File: src/rtl/hazard_unit_pkg.sv
// Shared pipeline constants: register-index width and operand forward-select encodings.
package hazard_unit_pkg;

    localparam int REG_W = 5;

    localparam logic [1:0] FWD_RF  = 2'b00;
    localparam logic [1:0] FWD_WB  = 2'b01;
    localparam logic [1:0] FWD_MEM = 2'b10;

endpackage

File: src/rtl/hazard_fwd_sel.sv
// Forward-source priority for one Execute-stage ALU operand.
// Memory wins over Writeback because it holds the younger result.
module hazard_fwd_sel
    import hazard_unit_pkg::*;
(
    input  logic [REG_W-1:0] src_i,
    input  logic [REG_W-1:0] dst_m_i,
    input  logic [REG_W-1:0] dst_w_i,
    input  logic             wr_m_i,
    input  logic             wr_w_i,
    output logic [1:0]       fwd_o
);

    logic src_nz;

    // x0 is hardwired to zero, so it is never forwarded.
    assign src_nz = (src_i != '0);

    always_comb begin
        fwd_o = FWD_RF;
        if (wr_m_i && (dst_m_i == src_i) && src_nz) begin
            fwd_o = FWD_MEM;
        end else if (wr_w_i && (dst_w_i == src_i) && src_nz) begin
            fwd_o = FWD_WB;
        end
    end

endmodule

File: src/rtl/hazard_unit.sv
// Pipeline hazard controller: combinational forwarding/stall/flush control
// plus saturating stall and flush event counters.
module hazard_unit
    import hazard_unit_pkg::*;
#(
    parameter int CNT_W = 32
) (
    input  logic             clk,
    input  logic             rst_n,
    input  logic [REG_W-1:0] RegSource1D,
    input  logic [REG_W-1:0] RegSource2D,
    input  logic [REG_W-1:0] RegSource1E,
    input  logic [REG_W-1:0] RegSource2E,
    input  logic [REG_W-1:0] RegDestinE,
    input  logic [REG_W-1:0] RegDestinM,
    input  logic [REG_W-1:0] RegDestinW,
    input  logic             RegWriteM,
    input  logic             RegWriteW,
    input  logic             ResultSrcE0,
    input  logic             PCSrcE,
    input  logic             CountClear,
    output logic [1:0]       ForwardAE,
    output logic [1:0]       ForwardBE,
    output logic             StallF,
    output logic             StallD,
    output logic             FlushD,
    output logic             FlushE,
    output logic [CNT_W-1:0] StallCount,
    output logic [CNT_W-1:0] FlushCount
);

    logic             lw_stall;
    logic [CNT_W-1:0] stall_cnt_q, stall_cnt_d;
    logic [CNT_W-1:0] flush_cnt_q, flush_cnt_d;

    hazard_fwd_sel u_fwd_a (
        .src_i   (RegSource1E),
        .dst_m_i (RegDestinM),
        .dst_w_i (RegDestinW),
        .wr_m_i  (RegWriteM),
        .wr_w_i  (RegWriteW),
        .fwd_o   (ForwardAE)
    );

    hazard_fwd_sel u_fwd_b (
        .src_i   (RegSource2E),
        .dst_m_i (RegDestinM),
        .dst_w_i (RegDestinW),
        .wr_m_i  (RegWriteM),
        .wr_w_i  (RegWriteW),
        .fwd_o   (ForwardBE)
    );

    // A load in Execute whose rd feeds the Decode instruction must hold one cycle.
    assign lw_stall = ResultSrcE0 && (RegDestinE != '0) &&
                      ((RegDestinE == RegSource1D) || (RegDestinE == RegSource2D));

    assign StallF = lw_stall;
    assign StallD = lw_stall;
    assign FlushD = PCSrcE;
    assign FlushE = lw_stall || PCSrcE;

    always_comb begin
        stall_cnt_d = stall_cnt_q;
        flush_cnt_d = flush_cnt_q;
        if (CountClear) begin
            stall_cnt_d = '0;
            flush_cnt_d = '0;
        end else begin
            if (lw_stall && (stall_cnt_q != '1)) stall_cnt_d = stall_cnt_q + 1'b1;
            if (PCSrcE && (flush_cnt_q != '1))   flush_cnt_d = flush_cnt_q + 1'b1;
        end
    end

    always_ff @(posedge clk or negedge rst_n) begin
        if (!rst_n) begin
            stall_cnt_q <= '0;
            flush_cnt_q <= '0;
        end else begin
            stall_cnt_q <= stall_cnt_d;
            flush_cnt_q <= flush_cnt_d;
        end
    end

    assign StallCount = stall_cnt_q;
    assign FlushCount = flush_cnt_q;

endmodule

File: config.mk
export PLATFORM = sky130hd
export DESIGN_NAME = hazard_unit
export DESIGN_NICKNAME = d
export VERILOG_FILES = /design/src/rtl/hazard_unit_pkg.sv /design/src/rtl/hazard_fwd_sel.sv /design/src/rtl/hazard_unit.sv
export SDC_FILE = /design/constraint.sdc
export NUM_CORES = 1
export LEC_CHECK = 0
export CORE_UTILIZATION = 35
export DETAILED_ROUTE_END_ITERATION = 12
export GPL_ROUTABILITY_DRIVEN = 0
export PLACE_DENSITY = 0.6
export SLEW_MARGIN = 25
export SYNTH_ARGS = -nofsm -noshare
export SYNTH_HDL_FRONTEND = slang
export SYNTH_SLANG_ARGS = --single-unit
File: constraint.sdc
create_clock -name clk -period 6 [get_ports clk]
set_input_delay 1.2 -clock clk [delete_from_list [all_inputs] [get_ports clk]]
set_output_delay 1.2 -clock clk [all_outputs]
set_load 0.1 [all_outputs]
Word-level counts from Yosys, hierarchy flattened
Index checks and enable logic that the tools add are counted.
Widths: inputs -> output; s select.
{"block": "totals", "in_bits": 42, "regBits": 64, "elab_cells": 39, "output_inout_bits": 72}
{"block": "classes", "add_sub_neg": 2, "muxes": 8, "eq_ne": 8, "n_reduce_logical": 19}
{"op": "$mux 32", "n": 4}
{"op": "$add 32x1->32 const B", "n": 2}
{"op": "$ne 32x32->1 const B", "n": 2}
{"op": "$eq 5x5->1", "n": 6}
{"op": "$reduce_bool 5->1", "n": 3}
{"op": "$logic_and 1x1->1", "n": 12}
{"op": "$mux 2", "n": 2}
{"op": "$reduce_bool 2->1", "n": 2}
{"op": "$logic_or 1x1->1", "n": 2}
{"op": "$mux 1", "n": 2}

Logic depth before layout (Yosys ltp)
Gate-level depths: netlist of run 1.
{"block": "logic_depth", "word_depth": 6, "depth_mapped": 9, "depth_no_buf": 7}

By module
A second synthesis of run 1 with hierarchy kept.
{"block": "unflattened", "hier_cells": 439, "hier_area_um2": 3917.5}
{"mod": "hazard_unit", "n_inst": 1, "cells_each": 403, "seq_area_each_um2": 1601.5, "area_each_um2": 3639.7}
{"mod": "hazard_fwd_sel", "n_inst": 2, "cells_each": 18, "seq_area_each_um2": 0.0, "area_each_um2": 138.9}

Worst setup path before layout of run 1
OpenSTA, ideal clock, no wires.
{"block": "synth_path", "path_type": "input -> output", "start": "in RegDestinM[4]", "end": "out ForwardAE[0]", "setup_slack_ps": -1497, "cell_stages": 4, "arrival_ps": 6297, "path_cell_list": "xnor2_1 > nand4_1 > nor4_1 > nor4_1"}
{"block": "synth_via", "elab_chain_cells": 4}
{"item": "start: declaration", "line_no": "hazard_unit.sv:15", "source": "input logic [REG_W-1:0] RegDestinM,"}
{"item": "$eq 5x5->1", "line_no": "hazard_fwd_sel.sv:21", "source": "if (wr_m_i && (dst_m_i == src_i) && src_nz) begin"}
{"item": "$logic_and 1x1->1 (2 in a row)", "line_no": "hazard_fwd_sel.sv:21"}
{"item": "$mux 2", "line_no": "hazard_fwd_sel.sv:21"}
{"item": "end: declaration", "line_no": "hazard_unit.sv:22", "source": "output logic [1:0] ForwardAE,"}
No other way between the ends.

Final worst setup path of run 1
{"block": "layout_path", "start": "in RegSource2E[4]", "end": "out ForwardBE[1]"}
{"block": "layout_via", "elab_chain_cells": 4, "elab_cells_between_ends": 5}
{"item": "start: declaration", "line_no": "hazard_unit.sv:13", "source": "input logic [REG_W-1:0] RegSource2E,"}
{"item": "$eq 5x5->1", "line_no": "hazard_fwd_sel.sv:21"}
{"item": "$logic_and 1x1->1", "line_no": "hazard_fwd_sel.sv:21"}
{"item": "$logic_and 1x1->1 *", "line_no": "hazard_fwd_sel.sv:21"}
{"item": "$mux 2 *", "line_no": "hazard_fwd_sel.sv:21"}
{"item": "end: declaration", "line_no": "hazard_unit.sv:23", "source": "output logic [1:0] ForwardBE,"}
Mark *: on every way between the ends. The rest lies on a longest branch, timed or not.

==> results of run 1 <==
## power groups by stage
stage	combinational, W	sequential (W)	clock (W)
after floorplan	0.0000517	0.000456	0
after global placement	0.000118	0.000444	0
after detailed placement	0.000119	0.000444	0
after CTS	0.000120	0.000435	0.000403
after global routing	0.000128	0.000436	0.000423
final	0.000118	0.000435	0.000389
## per-layer routing
| layer | up-vias | GRT usage [%] | share of wire [%] |
|---|---|---|---|
| li1 | 1755 | - | - |
| met1 | 1700 | 24.7 | 48 |
| met2 | 95 | 29.3 | 46 |
| met3 | 6 | 5.33 | 6.0 |
| met4 | 0 | 5.09 | 0.72 |
| met5 | - | 0 | 0 |
## cell type report
class / instances / area share (%)
Multi-Input combinational cell: 335 / 40.5
Clock buffer: 10 / 2.60
Clock inverter: 6 / 1.28
Timing Repair Buffer: 115 / 21.2
Tap cell: 136 / 3.22
Sequential cell: 64 / 30.3
Inverter: 12 / 0.852
## per-stage QoR
stage	std cells	worst slack [ps]	instance area, µm²	hold slack (ps)	power [W]
after floorplan	427	904	3860	904	0.000507
after global placement	662	1300	5070	556	0.000562
after detailed placement	662	1260	5080	565	0.000563
after CTS	678	1270	5280	579	0.000958
after global routing	678	1170	5290	596	0.000987
final	678	1270	5290	581	0.000942
## path summary, 6_finish.rpt
path	slack, ps	start	to	cells past startpoint
worst min-delay path	580	FlushCount[23]$_DFFE_PN0P_	FlushCount[23]$_DFFE_PN0P_	2
worst min register to register	580	FlushCount[23]$_DFFE_PN0P_	FlushCount[23]$_DFFE_PN0P_	2
max in group asynchronous	4420	rst_n	FlushCount[20]$_DFFE_PN0P_	2
worst max-delay path	1270	RegSource2E[4]	ForwardBE[1]	5
min in group asynchronous	1040	rst_n	StallCount[7]$_DFFE_PN0P_	2
worst max register to register	3530	StallCount[0]$_DFFE_PN0P_	StallCount[14]$_DFFE_PN0P_	7
## cells in the final DEF (no fill, tap or decap), types with 2 or more instances in the layout
cell / count
nand4_1: 21
xnor2_1: 39
mux2_2: 2
nor4_1: 7
inv_1: 12
and4_1: 3
and2_1: 2
or4_1: 11
nand3_1: 22
nor2_1: 46
nor3_1: 7
buf_4: 7
clkdlybuf4s50_1: 106
nor4_4: 3
nand4_2: 2
and3_1: 6
clkbuf_8: 10
nor4_2: 2
buf_2: 2
mux2i_1: 2
ha_1: 2
o31ai_1: 7
xor2_1: 18
or3_1: 22
clkinvlp_4: 2
or2_2: 3
nor2b_1: 3
dfrtp_1: 64
nand2_1: 31
o21ai_0: 23
a41oi_1: 2
a21oi_1: 30
## sequential cells by signal, indices dropped and copies added, names as in the netlist
signal and cells:
StallCount 32, FlushCount 32
## logic make-up (layout without fill, tap and decap cells)
kind of cell | after synthesis | in the layout
fa+ha+maj | 2 | 2
mux | 5 | 5
xor+xnor | 57 | 57
flops | 64 | 64
compound gates | 70 | 70
simple gates | 201 | 201
buf+inv | 28 | 143
## worst max-delay path, stage by stage
cell and delay, ps:
clkdlybuf4s50_1 480, or4_1 520, nor2_1 260, nor4_4 100, clkdlybuf4s50_1 980
==> flow_summary.toml, run 1 <==
[run_status]
status = "completed"

[clocking]
clk_pin_slew_ps = 80
cts_buffers = 9
htree_num_levels = 3
cts_tree = "done"
postCtsHoldBufs = 0
cts.path.max_buffers = 2
clockRootBuffer = "clkbuf_8"
cts_setup_buffers = 0
cts_resized = 0
clock_latency_ps = 340
clkSinkCount = 64

[yosys]
synth_top_area_share_pct = 42.0
ys_top_cells_by_count = "64 x dfrtp_1, 46 x nor2_1, 39 x xnor2_1"
ys_ff_latch = 64
synthMuxAreaShare_pct = 1.41
synth_compound_area_share_pct = 10.4
synth_area_per_cell_um2 = 8.94
yosysWarnings = 0
synth_edf_count = 0
async_flop_share_pct = 100
syn_inst = 427
synthTopCellsByArea = "dfrtp_1 42%, xnor2_1 8.9%, nor2_1 4.5%"
synth-adder-area-share_pct = 0.656
synth_most_common_cell = "dfrtp_1"
synth.distinct_cells = 46
syn_area_um2 = 3820
synthFlopType = "dfrtp_1"
synth_top_family_by_area = "simple AND/OR/NAND/NOR gates"
synth_xor_area_share_pct = 13.1
synth.net_count = 471
synth_simple_gate_area_share_pct = 29.2
synth.largest_area_cell = "dfrtp_1"
yosysSeqAreaShare_pct = 42.0

[final_layout]
n_antenna_cell = 0
multi_input_area_um2 = 2140
fin_util_pct = 50.5
nFillCells = 1009
syn_to_final_growth_pct = 38.5
regArea_um2 = 1600
drive_gt1_share_pct = 8.12
nets = 581

[floorplanning]
die_h_um = 106
initial_core_util_pct = 36.5
io_pins = 114
core_um2 = 10500
rows = 37
die_w_um = 106
die_area_um2 = 11300

[drt]
drc_errors = 0
vias_per_cell = 5.24
wl_per_cell_um = 15.0
num_vias = 3556
ant_nets = 0
firstDrtPassIters = 6
totalWireLength_um = 10200
drtIter0Drc = 154

[pwr]
seqPwrFrac_pct = 46.2
pwr-share-clk_pct = 41.3
swShare_pct = 27.4
vdd_ir_drop_max_v = 0.0000808
comb_power_share_pct = 12.6
p_int_w = 0.000684
powerDensity_nw_per_um2 = 178
switchingPower_w = 0.000258
power_leakage_nw = 1.95

[global_routing]
antenna_found_initial = 0
overflow = 0
grt_pass1_wl_um = 16800
grt_pass1_vias = 3386
track_usage_pct = 18.5
grt_max_degree = 65

[critical_path]
critical_path_class = "in -> out"
startpoint_type = "input port"
worstPathRequired_ps = 4800
crit_fanout = 3
critPathCaptureType = "output port"
critPathArrivalTime_ps = 3530

[sta]
maxClockFrequency_ghz = 0.211
fin_crit_sh_pct = 78.9
period_needed_ps = 4730
rsz0062_at_grt = "no"
finClkSkew_ps = 13.5
slew_headroom_pct = 33.0
setup_tns_ps = 0
drv_slew = 0
tightest_slew_ps = 1000
finalSetupViolCount = 0
finalHoldViolCount = 0

[placed_design]
dp_hpwl_um = 7240
port_buffers = 113

[run]
cap_violations = 0

[min_path]
worst_hold_path_type = "reg -> reg"
Note: power is estimated with default switching activity, not from simulation.
==> run 2, diff against run 1 <==
- clock period: 6 -> 4.7 ns (I/O delays scaled with it)
==> run 2 against run 1 <==
Against the previous run: die area unchanged; final area about the same; sequential power increased by 28%; first-iteration DRC count decreased by 12%; sequential cell count unchanged; hold slack got worse by 6.6 ps; final cell count increased by 0.44%; global-route usage increased by 0.068 points; register-to-register slack got worse by 1200 ps; clock power increased by 25%; clock skew decreased by 0.85 ps; critical path type unchanged.
==> flow_summary.toml, run 2 (synthesized netlist as in run 1, its figures left out) <==
[run_status]
status = "completed"

[clocking]
cts_resized = 0
htree_num_levels = 3
clk_pin_slew_ps = 80
cts_buffers = 9
cts_setup_buffers = 0
cts.path.max_buffers = 2
cts_tree = "done"
clkSinkCount = 64
clockRootBuffer = "clkbuf_8"
postCtsHoldBufs = 0
clock_latency_ps = 340

[sta]
finalHoldViolCount = 0
setup_tns_ps = 0
drv_slew = 0
rsz0062_at_grt = "no"
fin_ws_ps = 707
slew_headroom_pct = 31.7
tightest_slew_ps = 1020
finalSetupViolCount = 0
maxClockFrequency_ghz = 0.250
finClkSkew_ps = 12.6
period_needed_ps = 3990
fin_crit_sh_pct = 85.0

[final_layout]
final_cell_mix = "103 x clkdlybuf4s50_1, 64 x dfrtp_1, 46 x nor2_1"
nets = 584
drive_gt1_share_pct = 8.44
syn_to_final_growth_pct = 38.5
regArea_um2 = 1600
nFillCells = 1011
n_antenna_cell = 0
multi_input_area_um2 = 2130
final_common_cell = "clkdlybuf4s50_1"

[global_routing]
busiest_layer = "met2"
overflow = 0
grt_pass1_wl_um = 16900
grt_max_degree = 41
use_met2_pct = 30.0
track_usage_pct = 18.6
use_met1_pct = 24.8
gr-usage-met3_pct = 5.58
antenna_found_initial = 0
grt_pass1_vias = 3496

[pwr]
power_leakage_nw = 1.97
power_w = 0.00120
vdd_ir_drop_max_v = 0.000134
powerDensity_nw_per_um2 = 226

[critical_path]
r2r_start = "StallCount[0]$_DFFE_PN0P_"
startpoint = "RegDestinE[1]"
worstPathRequired_ps = 3760
critPathArrivalTime_ps = 3050
worst-r2r-cell-count = 8
startpoint_type = "input port"
crit_fanout = 6
critical_path_class = "in -> out"
critPathCaptureType = "output port"

[floorplanning]
die_area_um2 = 11300
initial_core_util_pct = 36.5
die_h_um = 106
die_w_um = 106
rows = 37
core_um2 = 10500
io_pins = 114

[run]
cap_violations = 0

[placed_design]
place_ws_ps = 702
port_buffers = 113
dp_hpwl_um = 7340

[drt]
firstDrtPassIters = 4
totalWireLength_um = 10200
drtIter0Drc = 136
wl_per_cell_um = 15.0
ant_nets = 0
num_vias = 3617
vias_per_cell = 5.31
drc_errors = 0

[min_path]
worst_hold_path_type = "in -> async"
## run 2: worst max-delay path: stages
cell	delay [ps]
clkdlybuf4s50_1	470
or4_1	550
o21a_1	240
and2_0	290
or2_2	320
buf_4	230
## run 2: cell type report
class / instances / area share, %
well taps: 136 / 3.22
multi-input cells: 335 / 40.3
flip-flops and latches: 64 / 30.3
repair buffers: 118 / 21.6
clock buffers: 13 / 3.00
clock inverters: 3 / 0.757
inverters: 12 / 0.852
## run 2: per-layer routing
layer / vias to the layer above / wire (µm)
li1: 1767 / -
met1: 1741 / 4700
met2: 101 / 4690
met3: 8 / 738
met4: 0 / 59
met5: - / 0
## run 2: worst paths after layout
check	slack [ps]	to
min reg2reg	580	StallCount[29]$_DFFE_PN0P_
max reg2reg	2320	StallCount[14]$_DFFE_PN0P_
max	710	FlushE
min in group clk	580	StallCount[29]$_DFFE_PN0P_
min	570	StallCount[6]$_DFFE_PN0P_
max in group asynchronous	3360	StallCount[2]$_DFFE_PN0P_
## run 2: stage by stage
step	hold slack, ps	utilization [%]	instance area, µm²	std cells
CTS	578	50.5	5290	681
floorplan	644	-	3860	427
finish	574	50.6	5290	681
detailed placement	560	48.6	5090	665
global placement	547	48.6	5090	665
global route	595	50.6	5290	681
## run 2: power breakdown
part / switching, W / internal (W) / leakage (nW)
Combinational: 0.0000912 / 0.0000609 / 0.977
Clock: 0.000214 / 0.000273 / 0.103
Sequential: 0.00000350 / 0.000553 / 0.893
